--- src/rtl/sfp_seq.sv ---
// Sequencer for a row of SFP accumulate/ReLU lanes: clears the lanes, streams num_acc psum
// vectors from memory into them, optionally applies ReLU, and writes each result out.
//
// state | meaning
// IDLE  | waiting for start; config latched on start
// CLEAR | sfp_reset to all lanes
// ACC   | one psum read per cycle, num_acc cycles
// LAST  | no read; last read data is accumulated
// RELU  | sfp_relu strobe (only if relu was latched)
// WRITE | wr_en with the lane results
// DONE  | one-cycle done pulse
module sfp_seq #(
  parameter int col     = 8,
  parameter int psum_bw = 16,
  parameter int addr_bw = 11,
  parameter int cnt_bw  = 8
) (
  input  logic                     clk,
  input  logic                     reset,
  input  logic                     start,
  input  logic [cnt_bw-1:0]        num_acc,
  input  logic [cnt_bw-1:0]        num_out,
  input  logic                     relu,
  input  logic [addr_bw-1:0]       rd_base,
  input  logic [addr_bw-1:0]       wr_base,
  output logic                     rd_en,
  output logic [addr_bw-1:0]       rd_addr,
  input  logic [col*psum_bw-1:0]   rd_data,
  output logic                     sfp_reset,
  output logic                     sfp_acc,
  output logic                     sfp_relu,
  output logic [col*psum_bw-1:0]   sfp_in,
  input  logic [col*psum_bw-1:0]   sfp_out,
  output logic                     wr_en,
  output logic [addr_bw-1:0]       wr_addr,
  output logic [col*psum_bw-1:0]   wr_data,
  output logic                     busy,
  output logic                     done
);

  typedef enum logic [2:0] {IDLE, CLEAR, ACC, LAST, RELU, WRITE, DONE} state_t;

  state_t              state_q, state_d;
  logic [cnt_bw-1:0]   num_acc_q, num_acc_d;
  logic [cnt_bw-1:0]   acc_rem_q, acc_rem_d;
  logic [cnt_bw-1:0]   out_rem_q, out_rem_d;
  logic                relu_q, relu_d;
  logic                rd_en_q, rd_en_d;
  logic [addr_bw-1:0]  rd_addr_q, rd_addr_d;
  logic [addr_bw-1:0]  wr_addr_q, wr_addr_d;
  logic                sfp_reset_q, sfp_reset_d;
  logic                sfp_acc_q, sfp_acc_d;
  logic                sfp_relu_q, sfp_relu_d;
  logic                wr_en_q, wr_en_d;
  logic                busy_q, busy_d;
  logic                done_q, done_d;

  // Outputs are computed for the state being entered so they are registered.
  always_comb begin
    state_d     = state_q;
    num_acc_d   = num_acc_q;
    acc_rem_d   = acc_rem_q;
    out_rem_d   = out_rem_q;
    relu_d      = relu_q;
    rd_addr_d   = rd_addr_q;
    wr_addr_d   = wr_addr_q;
    rd_en_d     = 1'b0;
    sfp_reset_d = 1'b0;
    sfp_acc_d   = rd_en_q;
    sfp_relu_d  = 1'b0;
    wr_en_d     = 1'b0;
    done_d      = 1'b0;
    case (state_q)
      IDLE: begin
        if (start) begin
          num_acc_d = num_acc;
          out_rem_d = num_out - cnt_bw'(1);
          relu_d    = relu;
          rd_addr_d = rd_base;
          wr_addr_d = wr_base;
          if (num_acc == '0 || num_out == '0) begin
            state_d = DONE;
            done_d  = 1'b1;
          end else begin
            state_d     = CLEAR;
            sfp_reset_d = 1'b1;
          end
        end
      end
      CLEAR: begin
        state_d   = ACC;
        rd_en_d   = 1'b1;
        acc_rem_d = num_acc_q - cnt_bw'(1);
      end
      ACC: begin
        rd_addr_d = rd_addr_q + addr_bw'(1);
        if (acc_rem_q == '0) begin
          state_d = LAST;
        end else begin
          acc_rem_d = acc_rem_q - cnt_bw'(1);
          rd_en_d   = 1'b1;
        end
      end
      LAST: begin
        if (relu_q) begin
          state_d    = RELU;
          sfp_relu_d = 1'b1;
        end else begin
          state_d = WRITE;
          wr_en_d = 1'b1;
        end
      end
      RELU: begin
        state_d = WRITE;
        wr_en_d = 1'b1;
      end
      WRITE: begin
        wr_addr_d = wr_addr_q + addr_bw'(1);
        if (out_rem_q == '0) begin
          state_d = DONE;
          done_d  = 1'b1;
        end else begin
          out_rem_d   = out_rem_q - cnt_bw'(1);
          state_d     = CLEAR;
          sfp_reset_d = 1'b1;
        end
      end
      DONE:    state_d = IDLE;
      default: state_d = IDLE;
    endcase
    busy_d = (state_d != IDLE);
  end

  always_ff @(posedge clk or negedge reset) begin
    if (!reset) begin
      state_q     <= IDLE;
      num_acc_q   <= '0;
      acc_rem_q   <= '0;
      out_rem_q   <= '0;
      relu_q      <= 1'b0;
      rd_en_q     <= 1'b0;
      rd_addr_q   <= '0;
      wr_addr_q   <= '0;
      sfp_reset_q <= 1'b0;
      sfp_acc_q   <= 1'b0;
      sfp_relu_q  <= 1'b0;
      wr_en_q     <= 1'b0;
      busy_q      <= 1'b0;
      done_q      <= 1'b0;
    end else begin
      state_q     <= state_d;
      num_acc_q   <= num_acc_d;
      acc_rem_q   <= acc_rem_d;
      out_rem_q   <= out_rem_d;
      relu_q      <= relu_d;
      rd_en_q     <= rd_en_d;
      rd_addr_q   <= rd_addr_d;
      wr_addr_q   <= wr_addr_d;
      sfp_reset_q <= sfp_reset_d;
      sfp_acc_q   <= sfp_acc_d;
      sfp_relu_q  <= sfp_relu_d;
      wr_en_q     <= wr_en_d;
      busy_q      <= busy_d;
      done_q      <= done_d;
    end
  end

  assign rd_en     = rd_en_q;
  assign rd_addr   = rd_addr_q;
  assign sfp_reset = sfp_reset_q;
  assign sfp_acc   = sfp_acc_q;
  assign sfp_relu  = sfp_relu_q;
  assign wr_en     = wr_en_q;
  assign wr_addr   = wr_addr_q;
  assign busy      = busy_q;
  assign done      = done_q;
  assign sfp_in    = rd_data;
  assign wr_data   = sfp_out;

endmodule

--- config.mk ---
export PLATFORM = sky130hd
export DESIGN_NAME = sfp_seq
export DESIGN_NICKNAME = d
export VERILOG_FILES = /design/src/rtl/sfp_seq.sv
export SDC_FILE = /design/constraint.sdc
export NUM_CORES = 1
export LEC_CHECK = 0
export ABC_AREA = 1
export BUFFER_PORTS_ARGS = -buffer_cell sky130_fd_sc_hd__buf_2
export CORE_AREA = 4 4 225 227
export CTS_CLUSTER_DIAMETER = 60
export DETAILED_ROUTE_END_ITERATION = 12
export DIE_AREA = 0 0 229 231
export PLACE_DENSITY = 0.39
export SYNTH_ARGS = -nofsm -noshare
export SYNTH_HDL_FRONTEND = slang
export SYNTH_SLANG_ARGS = --single-unit
export TNS_END_PERCENT = 30
--- constraint.sdc ---
create_clock -name clk -period 3.1 [get_ports clk]
set_input_delay 0.62 -clock clk [delete_from_list [all_inputs] [get_ports clk]]
set_output_delay 0.62 -clock clk [all_outputs]
set_load 0.01 [all_outputs]
==> results of run 1 <==
metal layers:
metal / vias to the layer above / GRT usage, % / part of all wire [%]
li1: 1660 / - / -
met1: 1602 / 6.36 / 35
met2: 268 / 10.1 / 46
met3: 109 / 4.29 / 13
met4: 4 / 4.81 / 5.9
met5: - / 0.919 / 0.44
critical path, cell delays in order, from the launching register on:
cell     delay (ns)
dfrtp_1        0.56
nand3_2        0.46
inv_2          0.35
o21ai_1        0.13
nand2_1        0.29
inv_1          0.18
nor2_1         0.12
a21oi_1        0.07
through the flow:
| step | utilization, % | hold WS [ns] | total power (W) | instance area (um^2) | std cells |
|---|---|---|---|---|---|
| finish | 9.80 | 0.412 | 0.00468 | 4770 | 1164 |
| CTS | 9.80 | 0.433 | 0.00479 | 4770 | 1164 |
| detailed placement | 9.10 | 0.419 | 0.00355 | 4430 | 1148 |
| global route | 9.80 | 0.437 | 0.00513 | 4770 | 1164 |
| floorplan | - | 0.324 | 0.00317 | 5280 | 725 |
| global placement | 9.10 | 0.414 | 0.00355 | 4430 | 1148 |
where the power goes:
group / switching (W) / total, W / internal [W]
Combinational: 0.00132 / 0.00202 / 0.000699
Sequential: 0.000375 / 0.00148 / 0.00110
Clock: 0.000385 / 0.00119 / 0.000802
layout by cell type, fill, tap and decap left out, types with 3 or more instances in the layout:
cell type and n:
a211oi_1 3, a21oi_1 14, a31oi_1 5, buf_2 70, buf_4 3, bufinv_16 3, clkbuf_16 9, clkinv_2 3
dfrtp_1 57, ha_1 4, inv_1 54, inv_2 8, nand2_1 132, nand3_1 36, nand3b_1 4, nand4_1 16
nor2_1 42, nor2_2 4, nor3_1 13, o21a_1 4, o21ai_0 23, o21ai_1 7, o22ai_1 5, or2_2 4
xnor2_1 3
cell families after synthesis:
| group | after synthesis |
|---|---|
| buf+inv | 335 |
| flops | 57 |
| xor+xnor | 4 |
| compound gates | 69 |
| simple gates | 256 |
| fa+ha+maj | 4 |
state kept, by name (all words and copies together) (netlist names):
register	cells
acc_rem_q	8
busy	1
done	1
num_acc_q	8
out_rem_q	8
rd_addr	11
rd_en	1
relu_q	1
sfp_acc	1
sfp_relu	1
sfp_reset	1
state_q	3
wr_addr	11
wr_en	1
worst paths after layout:
| kind | from | end | slack [ns] | cells after the start |
|---|---|---|---|---|
| max | state_q[2] | out_rem_q[4] | 0.82 | 7 |
| min | rd_en | sfp_acc | 0.41 | 0 |
| max reg2reg | state_q[2] | out_rem_q[4] | 0.82 | 7 |
| min reg2reg | rd_en | sfp_acc | 0.41 | 0 |
| max in group asynchronous | reset | sfp_acc | 2.07 | 2 |
| min in group asynchronous | reset | wr_en | 0.42 | 2 |
layout make-up:
type                       instances  area [um^2]
fill                            5679        43900
multi-input combinational        333         1610
sequential                        57         1430
tap                              622          778
timing repair buffer              73          373
clock buffer                      10          239
inverter                          63          236
clock inverter                     6          105
==> results.ini, run 1 <==
[placement]
gp_congestion = 0.784
dp.final_hpwl_um = 14400
post-place-ws_ns = 0.840
portBuffers = 70

[final_layout]
insertedDiodeCount = 0
layout-drive-gt1-share_pct = 20.5
syn_to_final_growth_pct = -9.73
layout.nets = 839

[route]
via_count = 3643
drc = 0
detailedRoute.firstPassIterationCount = 4
drt-vias-per-instance = 3.13
drt_iter0_markers = 201
detail_route.wirelength_um = 17900
antenna_violating_nets_post_route = 0
route.detailed.wl_per_inst_um = 15.4

[floorplan]
die_h_um = 231
placeableCoreArea_mm2 = 0.0486
io_pins = 583
die_width_um = 229
floorplan.initialDensity_pct = 10.9
dieArea_mm2 = 0.0529
rows = 81

[sta]
fmax_mhz = 438
timing.final.max_slew_violations = 0
timing.final.ws_setup_ns = 0.817
layout_min_cycle_time_ns = 2.28
min_period_over_period_pct = 73.6
slew-limit-headroom_pct = 43.3
fin_setup_tns_ns = 0
worst_slew_pin_slew_ns = 0.851
fin_skew_ns = 0.00766
setup_repair_after_global_routing_missed_its_margin = no
setup_violations = 0
hold_viol_final = 0

[synth]
synth_xor_area_share_pct = 0.663
ys_ff_latch = 57
synth_top_family_by_area = buffers and inverters
synth_most_common_cell = buf_4
synth-compound-area-share_pct = 7.55
number_of_synthesized_flops_with_an_enable_pin = 0
synth_common_cells = buf_4, nand2_1, dfrtp_1
synthDistinctLibCells = 35
yosys-mux-area-fraction_pct = 0
postSynthCellCount = 725
synth-async-reset-ratio_pct = 100
yosysTopAreaCell = buf_4
post_synth.cell_area_avg_um2 = 7.29
synthSimpleGateAreaFrac_pct = 21.3
fraction_of_the_yosys_area_taken_by_sequential_cells_pct = 27.0
ys.flop_type = dfrtp_1
ys_top_cells_by_area = buf_4, dfrtp_1, nand2_1
synth.yosys.warnings = 0
post_synth_instance_area_mm2 = 0.00528
syn_nets = 1027
netlist.area_leader.share_pct = 36.8
synth_adder_area_share_pct = 0.947

[clock_tree]
ctsLongestPathBuffers = 2
tritoncts_num_sinks = 57
path_clk_slew_ns = 0.06
cts.repair_timing.setup_buffer_count = 0
clock_tree_from_tritoncts = built
post_cts_resize_count = 0
cts.root.buffer_cell = clkbuf_16
htreeDepth = 3
clock_insertion_delay_worst_skew_ns = 0.35
holdBufCountCts = 0
tritoncts.num_buffers = 9

[critical_path]
crit_path_max_fanout = 21
timing.critical_path.required_ns = 3.33
cp_capture_type = register
data_arrival_time_at_the_worst_slack_endpoint_ns = 2.52
kind_of_launch_point_of_the_worst_setup_path = register
worstSetupPathType = reg -> reg

[global_route]
wire_length_of_the_first_global_routing_pass_um = 25200
number_of_global_route_vias_before_repair = 3668
antenna_found_initial = 3
grt_start_max_net_pins = 58
globalRouteOverflowTotal = 0
grt_usage_pct = 6.61

[status]
status = finished, final reports clean

[hold_path]
hold_class = reg -> reg

[pwr]
worst_ir_drop_vdd_mv = 0.227
powerDensity_mw_per_mm2 = 981
power_leakage_nw = 2.17

[run]
max-cap-violations = 0

No activity file was read; power rests on OpenSTA's default activity.
==> inputs of run 2 (changes only) <==
==> constraint.sdc (replaced) <==
create_clock -name clk -period 2.25 [get_ports clk]
set_input_delay 0.45 -clock clk [delete_from_list [all_inputs] [get_ports clk]]
set_output_delay 0.45 -clock clk [all_outputs]
set_load 0.01 [all_outputs]
==> run 2 against run 1 <==
  * Combinational power up 43%
  * Wire length down 0.40%
  * Sequential cell count unchanged
  * Hold slack worse by 0.31 ns
  * Non-clock buffer count up 8
  * Sequential share of layout area down 0.22 points
  * Critical path depth down 1
  * First-iteration DRC count down 31%
  * Global-route usage about the same
  * Total power up 35%
  * Clock skew up 0.0014 ns
==> results.ini, run 2 (synthesis gave the netlist of run 1 again) <==
[route]
drt-vias-per-instance = 3.17  ; was 3.13
antenna_violating_nets_post_route = 0  ; unchanged
route.detailed.wl_per_inst_um = 15.2  ; was 15.4 um
detail_route.wirelength_um = 17800  ; was 17900 um
detailedRoute.firstPassIterationCount = 4  ; unchanged
via_count = 3717  ; was 3643
drt_iter0_markers = 138  ; was 201
drc = 0  ; unchanged

[pwr]
worst_ir_drop_vdd_mv = 0.425  ; was 0.227 mV
powerDensity_mw_per_mm2 = 1320  ; was 981 mW/mm^2
power_leakage_nw = 2.20  ; was 2.17 nW

[sta]
setup_repair_after_global_routing_missed_its_margin = no  ; unchanged
hold_viol_final = 0  ; unchanged
fmax_mhz = 502  ; was 438 MHz
layout_min_cycle_time_ns = 1.99  ; was 2.28 ns
fin_skew_ns = 0.00909  ; was 0.00766 ns
fin_setup_tns_ns = 0  ; unchanged
worst_slew_pin_slew_ns = 0.476  ; was 0.851 ns
setup_violations = 0  ; unchanged
slew-limit-headroom_pct = 68.1  ; was 43.3%
min_period_over_period_pct = 88.6  ; was 73.6%
timing.final.max_slew_violations = 0  ; unchanged

[final_layout]
post-route-cell-area_mm2 = 0.00480  ; was 0.00477 mm^2
final_common_cell = nand2_1  ; unchanged
area_taken_by_flip_flops_and_latches_mm2 = 0.00143  ; unchanged
multi_input_area_mm2 = 0.00161  ; unchanged
mostFrequentLayoutCells = nand2_1, buf_2, dfrtp_1  ; unchanged
insertedDiodeCount = 0  ; unchanged
syn_to_final_growth_pct = -9.07  ; was -9.73%
layout-drive-gt1-share_pct = 21.6  ; was 20.5%
filler_cell_count = 5681  ; was 5679
layout.nets = 847  ; was 839

[floorplan]
placeableCoreArea_mm2 = 0.0486  ; unchanged
io_pins = 583  ; unchanged
floorplan.initialDensity_pct = 10.9  ; unchanged
die_h_um = 231  ; unchanged
die_width_um = 229  ; unchanged
dieArea_mm2 = 0.0529  ; unchanged
rows = 81  ; unchanged

[placement]
dp.final_hpwl_um = 14300  ; was 14400 um
gp_congestion = 0.780  ; was 0.784
postPlaceCellArea_mm2 = 0.00450  ; was 0.00443 mm^2
portBuffers = 70  ; unchanged

[clock_tree]
htreeDepth = 3  ; unchanged
cts.root.buffer_cell = clkbuf_16  ; unchanged
tritoncts_num_sinks = 57  ; unchanged
clock_tree_from_tritoncts = built  ; unchanged
post_cts_resize_count = 0  ; unchanged
ctsLongestPathBuffers = 2  ; unchanged
tritoncts.num_buffers = 9  ; unchanged
cts.repair_timing.setup_buffer_count = 0  ; unchanged
holdBufCountCts = 0  ; unchanged
path_clk_slew_ns = 0.05  ; was 0.06 ns
clock_insertion_delay_worst_skew_ns = 0.35  ; about the same

[critical_path]
crit-reg2reg-launch = state_q[2]  ; unchanged
cp_capture_type = register  ; unchanged
data_arrival_time_at_the_worst_slack_endpoint_ns = 2.26  ; was 2.52 ns
kind_of_launch_point_of_the_worst_setup_path = register  ; unchanged
worstRegToRegCells = 6  ; was 7
timing.critical_path.required_ns = 2.51  ; was 3.33 ns
crit_path_max_fanout = 10  ; was 21
regToRegSetupSlack_ns = 0.26  ; was 0.82 ns
worstSetupPathType = reg -> reg  ; unchanged
reg2reg_to = out_rem_q[2]  ; was out_rem_q[4]

[run]
max-cap-violations = 0  ; unchanged

[global_route]
globalRouteOverflowTotal = 0  ; unchanged
number_of_global_route_vias_before_repair = 3790  ; was 3668
antenna_found_initial = 4  ; was 3
wire_length_of_the_first_global_routing_pass_um = 25300  ; was 25200 um
grt_usage_pct = 6.57  ; was 6.61%
grt_start_max_net_pins = 58  ; unchanged

[hold_path]
hold_class = in -> async  ; was reg -> reg

[status]
status = finished, final reports clean  ; unchanged

run 2: cell types whose count changed in the layout (fill, tap and decap cells not counted), sizes merged:
cell,previous run,this run
buf,73,81
bufinv,3,1
clkbuf,10,11
clkinv,4,5
run 2: metrics by stage:
stage,hold WS (ns),util (%),power [W],std cells,worst slack (ns)
2_1_floorplan,0.154,-,0.00436,725,0.433
3_3_place_gp,0.488,9.25,0.00499,1156,0.263
3_5_place_dp,0.483,9.25,0.00499,1156,0.260
4_1_cts,0.111,9.88,0.00650,1172,0.241
5_1_grt,0.121,9.88,0.00696,1172,0.109
6_report,0.105,9.88,0.00634,1172,0.256
run 2: worst max-delay path: stages (launching register included):
cell     delay [ns]
dfrtp_1        0.56
nand3_2        0.27
o21ai_1        0.30
inv_1          0.10
ha_1           0.20
or2_2          0.29
a31oi_1        0.18
run 2: final cells by class:
class,instances,share of cell area [%]
well taps,622,16.2
clock inverters,5,1.12
clock buffers,11,5.26
multi-input cells,333,33.5
inverters,63,4.92
flip-flops and latches,57,29.7
repair buffers,81,9.27
run 2: worst max-delay path by stage:
stage | endpoint | slack, ns | start | cells past startpoint
floorplan | acc_rem_q[2] | 0.43 | state_q[2] | 9
global route | rd_addr[9] | 0.11 | state_q[2] | 9
CTS | rd_addr[9] | 0.24 | state_q[2] | 9
detailed placement | rd_addr[10] | 0.26 | state_q[2] | 9
global placement | rd_addr[10] | 0.26 | state_q[2] | 9
finish | out_rem_q[2] | 0.26 | state_q[2] | 6
run 2: where the power goes:
group          leakage (nW)  total [W]  switching, W  internal, W
clock                 0.155    0.00144      0.000531     0.000913
sequential            0.687    0.00202      0.000498      0.00152
combinational          1.36    0.00288       0.00185      0.00103
run 2: per-layer routing:
layer | track usage (%) | vias to the layer above | routed length (um)
met3 | 4.04 | 114 | 2140
met4 | 4.83 | 6 | 1080
met2 | 10.3 | 274 | 8260
met5 | 0.919 | - | 92
met1 | 6.24 | 1643 | 6240
li1 | - | 1680 | -
==> inputs of run 3 (changes only) <==
--- a/config.mk
+++ b/config.mk
@@ -6,8 +6,10 @@
 export NUM_CORES = 1
 export LEC_CHECK = 0
 export ABC_AREA = 1
+export ABC_CLOCK_PERIOD_IN_PS = 2250
 export BUFFER_PORTS_ARGS = -buffer_cell sky130_fd_sc_hd__buf_2
 export CORE_AREA = 4 4 225 227
+export CTS_BUF_LIST = sky130_fd_sc_hd__clkbuf_16
 export CTS_CLUSTER_DIAMETER = 60
 export DETAILED_ROUTE_END_ITERATION = 12
 export DIE_AREA = 0 0 229 231
==> run 3 against run 2 <==
  * Clock skew shrank 0.00093 ns
  * Non-clock buffer count did not move
  * Count of clock-buffer cells in the layout is 2 lower
  * First-iteration DRC count stayed put
==> results.ini, run 3 (synthesis gave the netlist of run 1 again) <==
[clock_tree]
cts.repair_timing.setup_buffer_count = 0  ; unchanged
tritoncts_num_sinks = 57  ; unchanged
path_clk_slew_ns = 0.05  ; about the same
post_cts_resize_count = 0  ; unchanged
htreeDepth = 3  ; unchanged
holdBufCountCts = 0  ; unchanged
ctsLongestPathBuffers = 2  ; unchanged
tritoncts.num_buffers = 9  ; unchanged
clock_insertion_delay_worst_skew_ns = 0.35  ; about the same
cts.root.buffer_cell = clkbuf_16  ; unchanged
clock_tree_from_tritoncts = built  ; unchanged

[route]
detailedRoute.firstPassIterationCount = 4  ; unchanged
antenna_violating_nets_post_route = 0  ; unchanged
detail_route.wirelength_um = 17800  ; about the same
route.detailed.wl_per_inst_um = 15.2  ; about the same
drc = 0  ; unchanged
via_count = 3712  ; was 3717
drt-vias-per-instance = 3.17  ; about the same
drt_iter0_markers = 138  ; unchanged

[global_route]
wire_length_of_the_first_global_routing_pass_um = 25300  ; unchanged
grt_start_max_net_pins = 58  ; unchanged
number_of_global_route_vias_before_repair = 3790  ; unchanged
globalRouteOverflowTotal = 0  ; unchanged
antenna_found_initial = 4  ; unchanged
grt_usage_pct = 6.57  ; unchanged

[sta]
setup_violations = 0  ; unchanged
layout_min_cycle_time_ns = 1.99  ; about the same
fmax_mhz = 501  ; was 502 MHz
timing.final.ws_setup_ns = 0.256  ; about the same
setup_repair_after_global_routing_missed_its_margin = no  ; unchanged
worst_slew_pin_slew_ns = 0.476  ; unchanged
hold_viol_final = 0  ; unchanged
slew-limit-headroom_pct = 68.1  ; unchanged
fin_setup_tns_ns = 0  ; unchanged
fin_skew_ns = 0.00815  ; was 0.00909 ns
timing.final.max_slew_violations = 0  ; unchanged
min_period_over_period_pct = 88.6  ; about the same

[critical_path]
cp_capture_type = register  ; unchanged
slowest_stage = dfrtp_1  ; unchanged
worstSetupPathType = reg -> reg  ; unchanged
timing.critical_path.required_ns = 2.51  ; about the same
critical-path-max-stage-delay_ns = 0.56  ; about the same
cp_cell_sequence = nand3_2 > o21ai_1 > inv_1 > ha_1 > or2_2 > a31oi_1  ; unchanged
cpLargestDelayFamily = flip-flops  ; unchanged
crit_path_max_fanout = 10  ; unchanged
data_arrival_time_at_the_worst_slack_endpoint_ns = 2.26  ; about the same
kind_of_launch_point_of_the_worst_setup_path = register  ; unchanged
critPathBufInv = 1  ; unchanged

[placement]
portBuffers = 70  ; unchanged
gp_congestion = 0.780  ; unchanged
post-place-ws_ns = 0.260  ; unchanged
dp.final_hpwl_um = 14300  ; unchanged

[status]
status = finished, final reports clean  ; unchanged

[pwr]
clock_power_share_pct = 21.9  ; was 22.8%
powerDensity_mw_per_mm2 = 1310  ; was 1320 mW/mm^2
power.combinational.fraction_pct = 45.9  ; was 45.4%
cellInternalPower_w = 0.00339  ; was 0.00346 W
p_sw_w = 0.00288  ; about the same
switching_share_pct = 45.9  ; was 45.4%
sequential_power_share_pct = 32.2  ; was 31.9%
total_power_w = 0.00627  ; was 0.00634 W
worst_ir_drop_vdd_mv = 0.426  ; was 0.425 mV
power_leakage_nw = 2.19  ; was 2.20 nW

[floorplan]
rows = 81  ; unchanged
placeableCoreArea_mm2 = 0.0486  ; unchanged
dieArea_mm2 = 0.0529  ; unchanged
io_pins = 583  ; unchanged
die_width_um = 229  ; unchanged
floorplan.initialDensity_pct = 10.9  ; unchanged
die_h_um = 231  ; unchanged

[final_layout]
mostFrequentLayoutCells = nand2_1, buf_2, dfrtp_1  ; unchanged
final_common_cell = nand2_1  ; unchanged
layout-drive-gt1-share_pct = 21.3  ; was 21.6%
syn_to_final_growth_pct = -9.45  ; was -9.07%
layout.nets = 847  ; unchanged
insertedDiodeCount = 0  ; unchanged

[run]
max-cap-violations = 0  ; unchanged

[hold_path]
hold_class = in -> async  ; unchanged

[run 3: worst paths after layout]
path                       cells past startpoint  slack, ns       start            to
max                                            6       0.26  state_q[2]  out_rem_q[2]
min                                            2       0.11       reset         wr_en
max reg2reg                                    6       0.26  state_q[2]  out_rem_q[2]
min reg2reg                                    0       0.47       rd_en       sfp_acc
max in group asynchronous                      2       1.84       reset    rd_addr[9]
min in group clk                               3       0.32        relu        relu_q
[run 3: power by group through the flow]
stage | Sequential, W | Combinational, W | Clock (W)
after floorplan | 0.00196 | 0.00241 | 0
after global routing | 0.00210 | 0.00332 | 0.00148
after global placement | 0.00205 | 0.00294 | 0
after CTS | 0.00204 | 0.00296 | 0.00144
after detailed placement | 0.00204 | 0.00295 | 0
final | 0.00202 | 0.00288 | 0.00137
[run 3: layer usage]
layer  vias up  track usage [%]  routed length [um]
li1       1680                -                   -
met1      1638             6.24                6250
met2       274             10.3                8250
met3       114             4.04                2140
met4         6             4.83                1080
met5         -            0.919                  92
[run 3: layout make-up]
type | instances | area, um^2
Fill cell | 5683 | 43900
Multi-Input combinational cell | 333 | 1610
Sequential cell | 57 | 1430
Tap cell | 622 | 778
Timing Repair Buffer | 81 | 445
Inverter | 63 | 236
Clock buffer | 9 | 225
Clock inverter | 7 | 61.3
[run 3: metrics by stage]
step,cells,utilization [%],instance area [um^2],hold slack [ns]
after floorplan,725,-,5280,0.154
after global placement,1156,9.25,4500,0.488
after detailed placement,1156,9.25,4500,0.483
after CTS,1172,9.84,4780,0.111
after global routing,1172,9.84,4780,0.121
final,1172,9.84,4780,0.105
